### config.mk
export PLATFORM = sky130hd
export DESIGN_NAME = rice_encoder
export DESIGN_NICKNAME = d
export VERILOG_FILES = /design/src/rtl/rice_pkg.sv /design/src/rtl/rice_bit_packer.sv /design/src/rtl/rice_encoder.sv
export SDC_FILE = /design/constraint.sdc
export NUM_CORES = 1
export LEC_CHECK = 0
export CORE_UTILIZATION = 50
export CTS_CLUSTER_DIAMETER = 30
export DETAILED_ROUTE_END_ITERATION = 12
export HOLD_SLACK_MARGIN = 0.15
export PLACE_DENSITY = 0.69
export SYNTH_ARGS = -nofsm -noshare
export SYNTH_HDL_FRONTEND = slang
export SYNTH_SLANG_ARGS = --single-unit
### constraint.sdc
create_clock -name clk -period 5.2 [get_ports clk]
set_input_delay 1.04 -clock clk [delete_from_list [all_inputs] [get_ports clk]]
set_output_delay 1.04 -clock clk [all_outputs]
set_load 0.005 [all_outputs]
### src/rtl/rice_pkg.sv
// Shared configuration, FSM state type and zigzag mapping for the Rice encoder.
package rice_pkg;

   localparam int W_DATA  = 16;
   localparam int W_WORD  = 32;
   localparam int W_K     = 5;
   localparam int K_MAX   = W_DATA - 1;
   localparam int FILL_W  = $clog2(2 * W_WORD + 1);
   localparam int NBITS_W = $clog2(W_WORD) + 1;

   typedef enum logic [1:0] {
      IDLE,
      ZEROS,
      TAIL,
      FLUSH
   } state_e;

   // Folds signed residuals onto unsigned codes: 0,-1,1,-2,... -> 0,1,2,3,...
   function automatic logic [W_DATA-1:0] zigzag(input logic signed [W_DATA-1:0] x);
      return (x <<< 1) ^ (x >>> (W_DATA - 1));
   endfunction

endpackage

### src/rtl/rice_bit_packer.sv
// MSB-aligned bit accumulator: appends variable-length fields, pops fixed-width words.
module rice_bit_packer
   import rice_pkg::*;
(
   input  logic               clk_i,
   input  logic               rst_ni,
   input  logic [W_WORD-1:0]  appBits_i,
   input  logic [NBITS_W-1:0] appLen_i,
   input  logic               appEn_i,
   input  logic               pop_i,
   input  logic               flush_i,
   output logic [W_WORD-1:0]  data_o,
   output logic [NBITS_W-1:0] nbits_o,
   output logic               valid_o,
   output logic               last_o,
   output logic               spaceOk_o
);

   localparam logic [FILL_W-1:0] WORD_FILL = FILL_W'(W_WORD);

   logic [2*W_WORD-1:0] acc_q, acc_d, accPopped;
   logic [FILL_W-1:0]   fill_q, fill_d, fillPopped;
   logic                full;

   assign full      = fill_q >= WORD_FILL;
   assign spaceOk_o = fill_q <= WORD_FILL;
   assign valid_o   = full || (flush_i && fill_q != '0);
   assign last_o    = flush_i && fill_q != '0 && fill_q <= WORD_FILL;
   assign data_o    = acc_q[2*W_WORD-1 -: W_WORD];
   assign nbits_o   = full ? NBITS_W'(W_WORD) : NBITS_W'(fill_q);

   // Pop first so a same-cycle append lands directly behind the remaining bits.
   always_comb begin
      accPopped  = acc_q;
      fillPopped = fill_q;
      if (pop_i && valid_o) begin
         if (full) begin
            accPopped  = acc_q << W_WORD;
            fillPopped = fill_q - WORD_FILL;
         end else begin
            accPopped  = '0;
            fillPopped = '0;
         end
      end
      acc_d  = accPopped;
      fill_d = fillPopped;
      if (appEn_i && spaceOk_o) begin
         acc_d  = accPopped | ({appBits_i, {W_WORD{1'b0}}} >> fillPopped);
         fill_d = fillPopped + FILL_W'(appLen_i);
      end
   end

   always_ff @(posedge clk_i or negedge rst_ni) begin
      if (!rst_ni) begin
         acc_q  <= '0;
         fill_q <= '0;
      end else begin
         acc_q  <= acc_d;
         fill_q <= fill_d;
      end
   end

endmodule

### src/rtl/rice_encoder.sv
// Streaming Rice encoder: zigzag, split by k, emit q zeros + '1' + k remainder bits.
module rice_encoder
   import rice_pkg::*;
(
   input  logic               clk,
   input  logic               rst_n,
   input  logic               s_valid,
   output logic               s_ready,
   input  logic [W_DATA-1:0]  s_data,
   input  logic [W_K-1:0]     s_k,
   input  logic               s_last,
   output logic               m_valid,
   input  logic               m_ready,
   output logic [W_WORD-1:0]  m_data,
   output logic [NBITS_W-1:0] m_nbits,
   output logic               m_last
);

   state_e              state_q, state_d;
   logic [W_DATA-1:0]   qRem_q, qRem_d;
   logic [W_DATA-1:0]   r_q, r_d;
   logic [W_K-1:0]      k_q, k_d;
   logic                last_q, last_d;
   logic                readyEn_q;

   logic [W_DATA-1:0]   u, qIn, rIn;
   logic [W_K-1:0]      kEff;
   logic [W_WORD-1:0]   appBits, tailWord;
   logic [NBITS_W-1:0]  appLen, zeroLen, tailShift;
   logic                appEn, spaceOk, pkLast, accept;

   assign u       = zigzag(s_data);
   assign kEff    = (s_k > W_K'(K_MAX)) ? W_K'(K_MAX) : s_k;
   assign qIn     = u >> kEff;
   assign rIn     = u & ((W_DATA'(1) << kEff) - W_DATA'(1));
   assign s_ready = readyEn_q && state_q == IDLE && spaceOk;
   assign accept  = s_valid && s_ready;
   assign m_last  = pkLast;

   assign zeroLen   = (qRem_q > W_DATA'(W_WORD)) ? NBITS_W'(W_WORD) : NBITS_W'(qRem_q);
   assign tailShift = NBITS_W'(W_WORD - 1) - NBITS_W'(k_q);
   assign tailWord  = ((W_WORD'(1) << k_q) | W_WORD'(r_q)) << tailShift;

   // Quotient zeros go out in word-sized chunks so huge q never needs a wide shifter.
   always_comb begin
      state_d = state_q;
      qRem_d  = qRem_q;
      r_d     = r_q;
      k_d     = k_q;
      last_d  = last_q;
      appBits = '0;
      appLen  = '0;
      appEn   = 1'b0;
      case (state_q)
         IDLE: begin
            if (accept) begin
               qRem_d  = qIn;
               r_d     = rIn;
               k_d     = kEff;
               last_d  = s_last;
               state_d = (qIn != '0) ? ZEROS : TAIL;
            end
         end
         ZEROS: begin
            appLen = zeroLen;
            appEn  = 1'b1;
            if (spaceOk) begin
               qRem_d = qRem_q - W_DATA'(zeroLen);
               if (qRem_q <= W_DATA'(W_WORD)) state_d = TAIL;
            end
         end
         TAIL: begin
            appBits = tailWord;
            appLen  = NBITS_W'(k_q) + NBITS_W'(1);
            appEn   = 1'b1;
            if (spaceOk) state_d = last_q ? FLUSH : IDLE;
         end
         FLUSH: begin
            if (!m_valid || (m_ready && pkLast)) state_d = IDLE;
         end
         default: state_d = IDLE;
      endcase
   end

   always_ff @(posedge clk or negedge rst_n) begin
      if (!rst_n) begin
         state_q   <= IDLE;
         qRem_q    <= '0;
         r_q       <= '0;
         k_q       <= '0;
         last_q    <= 1'b0;
         readyEn_q <= 1'b0;
      end else begin
         state_q   <= state_d;
         qRem_q    <= qRem_d;
         r_q       <= r_d;
         k_q       <= k_d;
         last_q    <= last_d;
         readyEn_q <= 1'b1;
      end
   end

   rice_bit_packer uPacker (
      .clk_i     (clk),
      .rst_ni    (rst_n),
      .appBits_i (appBits),
      .appLen_i  (appLen),
      .appEn_i   (appEn),
      .pop_i     (m_valid && m_ready),
      .flush_i   (state_q == FLUSH),
      .data_o    (m_data),
      .nbits_o   (m_nbits),
      .valid_o   (m_valid),
      .last_o    (pkLast),
      .spaceOk_o (spaceOk)
   );

endmodule

==> results.md <==
- Crit Path Category: reg2reg
- Biggest area consumer among synthesized cells: dfrtp_1
- Final WS setup: 0.4503 ns
- Post-CTS Resized: 0
- Total grt overflow: 0
- HP Class: reg2reg
- Nets@finish: about 1,500
- Initial drt markers: 1,661
- Seq cells post-synth: 112
- Worst slew pin tran: 1.219 ns
- Reg clk slew, reported paths: 0.09 ns
- Crit path arrival time: 5.06 ns
- Dominant combinational cell family by area after synthesis: compound AO/OA/AOI/OAI gates
- Clock Sinks: 112
- Die Area: 23,690 um^2
- Status: finished, final reports clean
- Pre-CTS setup slack: around 0.71 ns
- CTS Buf Count: 9
- Peak Freq: 210.5 MHz
- Synth top cells by count: nand2_1 (152), nor2_1 (130), dfrtp_1 (112), o21ai_0 (100), a21oi_1 (82)
- Rel. slew slack: 16.60%
- I/O pin count: 67
- Initial Util: 50.98%
- Post-Layout Inst Area: 12,540 um^2
- Clock Latency Late Sink: between 0.3 and 0.4 ns
- Clock buffer depth: 2
- Final ANT Viol Nets: 0
- Leakage: 4.921 nW
- Total global-route track usage: 36.16%
- Global placement routability congestion: 1.027
- Layout cells sized above 1: 11.12%
- CTS H-tree lvls: 3
- DR WL/cell: 24.88 um
- Area post-placement: 12,230 um^2
- Synth Area in Compound Gates: 34.05%
- RSZ-0062 raised after global routing: no
- Via density per instance: 7.204
- I/O Buffers: between 60 and 70
- Synth top area share: approximately 24%
- Xor-xnor portion of the synthesized cell area: 3.036%
- EDFF count, synth: 0
- Crit Path Max Fanout: 46
- Root Buffer: clkbuf_16
- Power per cell area: 581.7 nW/um^2
- Post-CTS setup buffers: 0
- Post-synthesis mux area share: under 10%
- Dominant register cell in the synthesized netlist: dfrtp_1
- Non-Filler Instances: 1,724
- Setup crit end kind: flop
- Final setup fails: 0
- Leading post-synthesis cells by cell area: dfrtp_1 (24%), nand2_1 (4.9%), o21ai_0 (4.3%)
- Syn. warnings: 0
- CTS tree: built
- Antenna diodes: 0
- Largest net degree at the start of global routing: a little under 70
- Fin crit period: between 4 and 5 ns
- Worst-case vdd ir drop: roughly 0.31 mV
- Critical path launch point type: flop
- First drt pass iteration count: 7
- Sequential share of the synthesized area: 24.28%
- DP HPWL: 31.97 mm
- First-pass GRT wire length: just under 70 mm
- Cells after DPL: 1,708
- Final hold slack: a little over 0.5 ns
- Post-synthesis adder-cell area fraction: under 10%
- Drc violations: 0
- Skew final: 0.02144 ns
- Total core area: 22,640 um^2
- Most common cell in the netlist: nand2_1
- Max Slew Vio Count: 0
- Hold-fix buffers at CTS: 0
- Async S/R FF share, synth: 100.0%
- Synthesized area: between 10,000 and 15,000 um^2
- Row Count: 55
- Vias in the first global route: approximately 12,000
- Worst Path Required: 5.51 ns
- Total Routed Length: roughly 43 mm
- Cell variety after synth: 97
- Post-synthesis to final-layout area growth: 8.651%
- Setup_tns: 0 ns
- DIE HEIGHT: around 150 um
- Syn_area_per_cell: 7.965 um^2
- Initial antenna violation count: 1
- DIE WIDTH: 153.9 um
- Tcrit/Tclk final: 91.34%
- Gate count of the mapped netlist: 1,449
- Vias: 12,420
- Simple-gate share of the synthesized area: 22.04%
- Hold Vio Cnt, Final: 0
- Max Cap Viol: 0
## registers in the layout (all words and copies together) (netlist names)
name            count
uPacker.acc_q      64
qRem_q             16
r_q                16
uPacker.fill_q      7
k_q                 5
state_q             2
last_q              1
readyEn_q           1
## placed cells by master, fill, tap and decap left out, drive strengths merged, types with 16 or more instances in the layout
| cell type | count |
|---|---|
| a22oi | 33 |
| mux4 | 16 |
| nor2 | 131 |
| a222oi | 19 |
| o21ai | 106 |
| o22ai | 29 |
| dfrtp | 112 |
| nand2b | 27 |
| mux2i | 32 |
| or2 | 16 |
| nor3 | 39 |
| a21o | 16 |
| nand2 | 152 |
| buf | 53 |
| ha | 19 |
| a211oi | 26 |
| nand3 | 29 |
| xnor2 | 26 |
| o211ai | 23 |
| inv | 31 |
| and2 | 18 |
| clkdlybuf4s50 | 65 |
| o31ai | 16 |
| nor2b | 18 |
| a21oi | 83 |
| o221ai | 36 |
## through the flow
stage | power (mW) | utilization (%)
finish | 7.294 | 55.39
global route | 7.688 | 55.39
CTS | 7.116 | 55.39
detailed placement | 6.361 | 54.03
global placement | 6.343 | 54.03
floorplan | 4.870 | -
## per-layer routing
metal	routed length (um)	up-vias	part of all wire [%]	track usage [%]
met5	11	-	0.026	0
met2	19020	783	44	55.50
met1	18330	6023	43	51.58
met3	4291	105	10	5.327
li1	-	5507	-	-
met4	1248	2	2.9	12.81
## worst paths after layout
path	cells after the start	slack, ns	endpoint	startpoint
max	12	0.45	uPacker.acc_q[43]$_DFF_PN0_	k_q[0]$_DFFE_PN0P_
min	1	0.51	uPacker.acc_q[6]$_DFF_PN0_	uPacker.acc_q[6]$_DFF_PN0_
max reg2reg	12	0.45	uPacker.acc_q[43]$_DFF_PN0_	k_q[0]$_DFFE_PN0P_
min reg2reg	1	0.51	uPacker.acc_q[6]$_DFF_PN0_	uPacker.acc_q[6]$_DFF_PN0_
max in group asynchronous	2	3.57	uPacker.acc_q[57]$_DFF_PN0_	rst_n
min in group asynchronous	1	0.64	r_q[15]$_DFFE_PN0P_	rst_n
## report_power, final
part	internal [mW]	total [mW]	switching (mW)
registers	1.18	1.57	0.382
logic	1.80	4.99	3.19
clock network	0.355	0.739	0.384
## worst max-delay path, stage by stage, from the launching register on
cell and delay, ns:
dfrtp_2 0.58, buf_4 0.48, ha_1 0.33, nor4b_4 0.41, o32ai_2 0.25, a2bb2oi_1 0.21
and2_1 0.21, a2111oi_0 0.74, nor2_1 0.20, a211oi_1 0.65, o21ai_0 0.20, o21ai_0 0.23
a21o_1 0.20
## cells by family after synthesis
family,count (synthesis)
compound gates,541
xor+xnor,40
fa+ha+maj,20
buf+inv,174
flops,112
mux,59
other cells,1
simple gates,502
## area by class of cell
| class | instances | area, um^2 |
|---|---|---|
| fillers | 2122 | 10100 |
| multi-input cells | 1164 | 7915 |
| flip-flops and latches | 112 | 2804 |
| repair buffers | 118 | 1049 |
| well taps | 285 | 356.6 |
| clock buffers | 10 | 239.0 |
| inverters | 29 | 108.9 |
| clock inverters | 6 | 67.56 |
Power figures use the tool's default switching activity.
